`src/rtl/mux_scan.sv`:
```
// Registered N:1 multiplexer with manual select and a dwell-timed round-robin scan mode.
// Outputs carry the source channel tag, a channel-change strobe and an out-of-range flag.
module mux_scan #(
  parameter int unsigned N     = 5,
  parameter int unsigned W     = 1,
  parameter int unsigned SW    = 3,
  parameter int unsigned DWELL = 4
) (
  input  logic            clk,
  input  logic            rst_n,
  input  logic [N*W-1:0]  din_i,
  input  logic [SW-1:0]   sel_i,
  input  logic            mode_i,
  input  logic            en_i,
  output logic [W-1:0]    m_o,
  output logic [SW-1:0]   m_ch_o,
  output logic            m_valid_o,
  output logic            err_o
);

  localparam int unsigned DW = $clog2(DWELL + 1);

  typedef enum logic [1:0] {StNone, StMan, StScan} state_e;

  state_e          state_q, state_d;
  logic [SW-1:0]   ch_q, ch_d;
  logic [DW-1:0]   dcnt_q, dcnt_d;
  logic [W-1:0]    m_q, m_d;
  logic [SW-1:0]   m_ch_q, m_ch_d;
  logic            m_valid_q, m_valid_d;
  logic            err_q, err_d;

  logic            entry;
  logic            sel_ok;
  logic [SW-1:0]   ec;
  logic [SW-1:0]   idx;
  logic [W-1:0]    din_sel;
  logic [DW-1:0]   cnt;

  always_comb begin
    state_d   = state_q;
    ch_d      = ch_q;
    dcnt_d    = dcnt_q;
    m_d       = m_q;
    m_ch_d    = m_ch_q;
    m_valid_d = 1'b0;
    err_d     = err_q;

    // Scan entry restarts from channel 0 with a fresh dwell count
    entry  = (state_q != StScan);
    ec     = entry ? '0 : ch_q;
    idx    = mode_i ? ec : sel_i;
    sel_ok = (32'(sel_i) < N);
    cnt    = (entry ? '0 : dcnt_q) + DW'(1);

    din_sel = '0;
    for (int unsigned k = 0; k < N; k++) begin
      if (idx == SW'(k)) din_sel = din_i[k*W +: W];
    end

    if (en_i) begin
      if (!mode_i) begin
        state_d = StMan;
        if (sel_ok) begin
          m_d       = din_sel;
          m_ch_d    = sel_i;
          err_d     = 1'b0;
          m_valid_d = (state_q == StNone) || (sel_i != m_ch_q);
        end else begin
          err_d = 1'b1;
        end
      end else begin
        state_d   = StScan;
        m_d       = din_sel;
        m_ch_d    = ec;
        err_d     = 1'b0;
        m_valid_d = (state_q == StNone) || (ec != m_ch_q);
        if (cnt == DW'(DWELL)) begin
          ch_d   = (ec == SW'(N - 1)) ? '0 : ec + SW'(1);
          dcnt_d = '0;
        end else begin
          ch_d   = ec;
          dcnt_d = cnt;
        end
      end
    end
  end

  always_ff @(posedge clk or negedge rst_n) begin
    if (!rst_n) begin
      state_q   <= StNone;
      ch_q      <= '0;
      dcnt_q    <= '0;
      m_q       <= '0;
      m_ch_q    <= '0;
      m_valid_q <= 1'b0;
      err_q     <= 1'b0;
    end else begin
      state_q   <= state_d;
      ch_q      <= ch_d;
      dcnt_q    <= dcnt_d;
      m_q       <= m_d;
      m_ch_q    <= m_ch_d;
      m_valid_q <= m_valid_d;
      err_q     <= err_d;
    end
  end

  assign m_o       = m_q;
  assign m_ch_o    = m_ch_q;
  assign m_valid_o = m_valid_q;
  assign err_o     = err_q;

endmodule

```
`config.mk`:
```
export PLATFORM = sky130hd
export DESIGN_NAME = mux_scan
export DESIGN_NICKNAME = d
export VERILOG_FILES = /design/src/rtl/mux_scan.sv
export SDC_FILE = /design/constraint.sdc
export NUM_CORES = 1
export LEC_CHECK = 0
export CAP_MARGIN = 0
export CORE_AREA = 2 2 54 44
export CTS_BUF_LIST = sky130_fd_sc_hd__clkbuf_8
export DETAILED_ROUTE_END_ITERATION = 8
export DIE_AREA = 0 0 56 46
export PLACE_DENSITY = 0.74
export SYNTH_ARGS = -nofsm -noshare
export SYNTH_HDL_FRONTEND = slang
export SYNTH_SLANG_ARGS = --single-unit
export TNS_END_PERCENT = 100
```
`constraint.sdc`:
```
create_clock -name clk -period 1.86 [get_ports clk]
set_clock_uncertainty 0.2 [all_clocks]
set_input_delay 0.558 -clock clk [delete_from_list [all_inputs] [get_ports clk]]
set_output_delay 0.558 -clock clk [all_outputs]
set_load 0.01 [all_outputs]
```
Word level (Yosys, flattened, before mapping)
Index checks and enable logic that the tools add are counted.
{"block": "totals", "reg_bits": 14, "input_bits": 12, "wordCells": 47}
{"block": "op_classes", "addsub": 2, "n_lt_le_gt_ge": 1, "n_eq_ne": 9, "n_mux": 21, "reduce_logical": 7}
{"operator": "two-way mux 3 bit", "count": 8}
{"operator": "two-way mux 1 bit", "count": 12}
{"operator": "equality test 3 bit (second input constant)", "count": 3}
{"operator": "adder 3 x 1 -> 3 bit (second input constant)", "count": 2}
{"operator": "equality test 3 x 2 -> 1 bit (second input constant)", "count": 2}
{"operator": "inequality test 3 bit", "count": 2}
{"operator": "AND reduction 2 bit", "count": 2}
{"operator": "equality test 3 x 1 -> 1 bit (second input constant)", "count": 1}
{"operator": "zero test 3 bit", "count": 1}
{"operator": "less-than comparator 3 bit (second input constant)", "count": 1}
{"operator": "zero test 2 bit", "count": 1}
{"operator": "logical OR 1 bit", "count": 2}
{"operator": "two-way mux 2 bit", "count": 1}
{"operator": "inequality test 2 bit (second input constant)", "count": 1}
{"operator": "nonzero test 2 bit", "count": 1}

Longest topological paths before layout
Gate-level depths: netlist of run 1.
{"block": "logic_depth", "ltp_word": 11, "mapped_depth": 8, "depth_no_buf": 8}

Least setup slack after synthesis of run 1
OpenSTA, ideal clock, no wires.
{"block": "synth_path", "path_type": "input to register", "startpoint": "input mode_i", "endpoint": "register m_q (netlist: m_o)", "setup_ns": 0.126, "arrival_ns": 1.650, "setup_slack_ns": -0.116, "cell_stages": 5, "n_path_buf": 1, "path_cell_list": "buf_4 nor2b_1 nor3b_1 or3b_1 a221o_1"}
{"block": "synth_between", "elab_chain_cells": 9, "word_cells_on_any_way": 15}
{"item": "from (decl)", "line": "13", "rtl": "input logic mode_i,"}
{"item": "two-way mux 3 bit", "line": "52", "rtl": "idx = mode_i ? ec : sel_i;"}
{"item": "zero test 3 bit", "line": "58", "rtl": "if (idx == SW'(k)) din_sel = din_i[k*W +: W];"}
{"item": "two-way mux 1 bit (5 in series)", "line": "58"}
{"item": "two-way mux 1 bit", "line": "64", "rtl": "if (sel_ok) begin"}
{"item": "two-way mux 1 bit", "line": "62", "rtl": "if (!mode_i) begin"}
{"item": "to (signal assigned)", "line": "102", "rtl": "m_q <= m_d;"}
{"item": "to (decl)", "line": "28", "rtl": "logic [W-1:0] m_q, m_d;"}
Parallel ways exist; a longest one is shown, timed or not. The select of a mux whose other input is x is not followed.
A chain may end at the register's enable or synchronous reset.

Final worst setup path of run 1
{"block": "layout_path", "startpoint": "register state_q[0]", "endpoint": "register m_q (netlist: m_o)"}
{"block": "layout_between", "elab_chain_cells": 11, "word_cells_on_any_way": 15}
{"item": "from (decl)", "line": "25", "rtl": "state_e state_q, state_d;"}
{"item": "from (signal assigned)", "line": "91", "rtl": "state_q <= StNone;"}
{"item": "from (signal assigned)", "line": "99", "rtl": "state_q <= state_d;"}
{"item": "inequality test 2 bit *", "line": "50", "rtl": "entry = (state_q != StScan);"}
{"item": "two-way mux 3 bit *", "line": "51", "rtl": "ec = entry ? '0 : ch_q;"}
{"item": "two-way mux 3 bit *", "line": "52"}
{"item": "zero test 3 bit", "line": "58"}
{"item": "two-way mux 1 bit (4 in series)", "line": "58"}
{"item": "two-way mux 1 bit *", "line": "58"}
{"item": "two-way mux 1 bit", "line": "64"}
{"item": "two-way mux 1 bit *", "line": "62"}
Every way passes the cells marked *; elsewhere a longest branch is shown, timed or not. The select of a mux whose other input is x is not followed.

==> run_results.csv, run 1 <==
group,metric,value,unit
cts,htree_levels,1,
critical_path,path_max_fanout,5,
yosys,synthArstFlopShare,1.00,
routing,drt-pass1-iter-count,6,
yosys,ys_seq_area_frac,0.383,
yosys,synth_flop_cell,"dfrtp_1",
place,port_buffers,17,
flow_run,maxCapViolCount,0,
die,die-area,2580,um^2
critical_path,r2r_slack,-9,ps
yosys,yosysTopAreaCell,"dfrtp_1",
critical_path,path_cells,"buf_4, and4b_4, nor3b_2, or3b_1, a221o_1",
global_route,grt_start_max_net_pins,15,
yosys,synthTopCellsByArea,"dfrtp_1 (38%), o21ai_0 (4.4%), ha_1 (4.1%)",
hold_path,min_path_type,"flop to flop",
sta,fin_ws,-9.31,ps
sta,finalHoldViolCount,0,
yosys,avgSynthCellArea,9.44,um^2
place,dp_hpwl,1920,um
die,initial_core_util,0.436,
yosys,ys_types,41,
routing,drt_iter0_markers,24,
finish,regArea,350,um^2
sta,rsz0062_at_grt,"yes",
place,placed_cells,161,
power,ir_drop,0.390,mV
die,core_area,2100,um^2
critical_path,critPathKind,"flop to flop",
power,leakage,0.619,nW
cts,cts_root_buf,"clkbuf_8",
cts,cts_tree,"built",
sta,fin_hold_ws,288,ps
power,powerDensity,623,nW/um^2
finish,syn_to_final_growth,55.1,%
finish,nFillCells,167,
global_route,grt_pass1_vias,953,
sta,fin_crit_sh,1.01,
global_route,grt_use_total,0.227,
yosys,synth_edf_count,0,
sta,setup_violations,1,
die,rows,15,
critical_path,critPathMaxStageDelay,380,ps
cts,cts.sinks,14,
die,ioPinCount,18,
sta,period_needed,1870,ps
routing,via_per_inst,5.53,
yosys,syn-cell-area,916,um^2
critical_path,worstSetupStartpointType,"flop",
finish,antennaDiodeCount,0,
sta,worst_slew_pin_slew,358,ps
global_route,grt_pass1_wl,4310,um
die,die_h,46,um
routing,ant_nets,0,
die,die_x,56,um
sta,slew_headroom,0.758,
yosys,syn_nets,112,
critical_path,path_delay_family,"simple AND/OR/NAND/NOR gates",
finish,instances_no_fill,167,
run_status,violations,"negative setup slack",
critical_path,crit_required,1810,ps
routing,drt_wl_total,2560,um
critical_path,crit_slowest_cell,"dfrtp_1",
critical_path,crit_buf_inv,1,
global_route,overflow,0,
routing,dr_total_vias,924,
hold_path,holdCritStartpoint,"dcnt_q[0]$_DFFE_PN0P_",
cts,cts_buffer_depth,2,
yosys,yosys.area.top_type_share,0.383,
cts,clk_latency,260,ps
place,gp_congestion,0.849,
cts,numCtsBuffers,3,
critical_path,worst_setup_path_end_kind,"flop",
critical_path,rr_startpoint,"state_q[0]$_DFFE_PN0P_",
yosys,ys_ff_latch,14,
finish,drive_gt1_frac,0.324,
sta,fmax,535,MHz
sta,maxSlewViolCount,0,
cts,path_clk_slew,70,ps
global_route,grt_antenna_before_repair,0,
yosys,synth_commonest_cells,"dfrtp_1 (14), o21ai_0 (8), inv_1 (6), nand2_1 (6), nor2_1 (6)",
routing,drc,0,
place,post-place-ws,-575,ps
finish,multi_input_area,594,um^2
critical_path,critical_path.startpoint,"state_q[0]$_DFFE_PN0P_",
yosys,netlist_instances,97,
critical_path,arrival,1820,ps
finish,fin_nets,158,
yosys,yosys_warnings,0,
routing,routedWlPerCell,15.4,um
run_status,status,"complete, but fails checks",
yosys,post-synth-top-count-cell,"dfrtp_1",
area by class of cell:
cell class / instances / share of cell area
Sequential cell: 14 / 0.247
Timing Repair Buffer: 44 / 0.258
Multi-Input combinational cell: 74 / 0.419
Clock buffer: 4 / 0.0388
Inverter: 6 / 0.0159
Tap cell: 25 / 0.0220
final timing paths:
kind                                         end  cells after the start
hold reg to reg            dcnt_q[0]$_DFFE_PN0P_                      2
setup / recovery                 m_o$_DFFE_PN0P_                      5
max in group asynchronous      err_o$_DFFE_PN0P_                      2
setup reg to reg                 m_o$_DFFE_PN0P_                      5
hold / removal             dcnt_q[0]$_DFFE_PN0P_                      2
min in group asynchronous        m_o$_DFFE_PN0P_                      2
power breakdown:
group	total [mW]	switching, mW	internal [mW]
clock	0.309	0.121	0.188
sequential	0.341	0.0124	0.329
combinational	0.234	0.110	0.124
total	0.884	0.243	0.641
state kept, by name (all words and copies together), names as in the netlist:
| register | cells |
|---|---|
| ch_q | 3 |
| dcnt_q | 3 |
| m_ch_o | 3 |
| state_q | 2 |
| err_o | 1 |
| m_o | 1 |
| m_valid_o | 1 |
through the flow:
step           utilization  total power [mW]  instance area (um^2)  setup TNS (ps)
2_1_floorplan            -             0.447                   956           -52.3
3_3_place_gp         0.629             0.569                  1320           -3840
3_5_place_dp         0.629             0.579                  1320           -4450
4_1_cts              0.673             0.881                  1420           -14.3
5_1_grt              0.676             0.928                  1420            -285
6_report             0.676             0.884                  1420           -9.31
metal layers:
| layer | vias to the layer above | track usage | part of all wire |
|---|---|---|---|
| met3 | 7 | 0.0682 | 0.051 |
| met5 | - | 0 | 0 |
| met1 | 439 | 0.268 | 0.45 |
| met4 | 0 | 0.119 | 0.020 |
| met2 | 26 | 0.384 | 0.47 |
| li1 | 452 | - | - |
logic make-up (layout without fill, tap and decap cells):
logic type / Yosys count / after routing / synth area share
multiplexers: 3 / 3 / 0.0355
AO/OA/AOI/OAI: 32 / 32 / 0.251
buffers and inverters: 9 / 54 / 0.0423
XOR/XNOR: 2 / 2 / 0.0191
flip-flops: 14 / 14 / 0.383
adder cells (fa/ha/maj): 3 / 3 / 0.0410
AND/OR/NAND/NOR: 34 / 34 / 0.228
what timing repair did:
action | 4_1_cts | 5_1_grt
hold buffers | 0 | 0
buffers inserted | 2 | 0
pin swaps | 2 | 1
endpoints found under the setup margin | 17 | 3
gates resized for setup | 19 | 2
cell usage in the layout (no fill, tap or decap), types with 2 or more instances in the layout:
| cell type | instances |
|---|---|
| clkbuf_8 | 4 |
| o21ai_0 | 7 |
| mux2_2 | 2 |
| nor2b_4 | 2 |
| xnor2_1 | 2 |
| o21ai_1 | 3 |
| o2111ai_1 | 2 |
| a21oi_1 | 3 |
| o32ai_1 | 2 |
| a31oi_1 | 2 |
| buf_4 | 26 |
| or3b_1 | 2 |
| ha_4 | 2 |
| dlygate4sd2_1 | 9 |
| inv_1 | 6 |
| or2b_1 | 2 |
| dfrtp_1 | 14 |
| nand2_1 | 5 |
| o31ai_1 | 2 |
| nand2b_1 | 2 |
| clkdlybuf4s50_1 | 7 |
| nand3_1 | 2 |
| nor2_1 | 6 |
| nor2b_1 | 2 |
| and2_4 | 2 |
| o21a_1 | 3 |
tightest hold or removal path: cells and delay by family, from the launching register on:
| family | cells | cell delay (ps) |
|---|---|---|
| AOI/OAI and AO/OA | 1 | 50 |
| DFF | 1 | 350 |
| and+or+nand+nor | 1 | 50 |
No activity file was read; power rests on OpenSTA's default activity.
==> run 2, diff against run 1 <==
--- a/config.mk
+++ b/config.mk
@@ -10,6 +10,7 @@
 export CTS_BUF_LIST = sky130_fd_sc_hd__clkbuf_8
 export DETAILED_ROUTE_END_ITERATION = 8
 export DIE_AREA = 0 0 56 46
+export GPL_ROUTABILITY_DRIVEN = 0
 export PLACE_DENSITY = 0.74
 export SYNTH_ARGS = -nofsm -noshare
 export SYNTH_HDL_FRONTEND = slang
==> results of run 2 <==
Same layout as run 1: the final DEF is identical, and so are final timing and power.
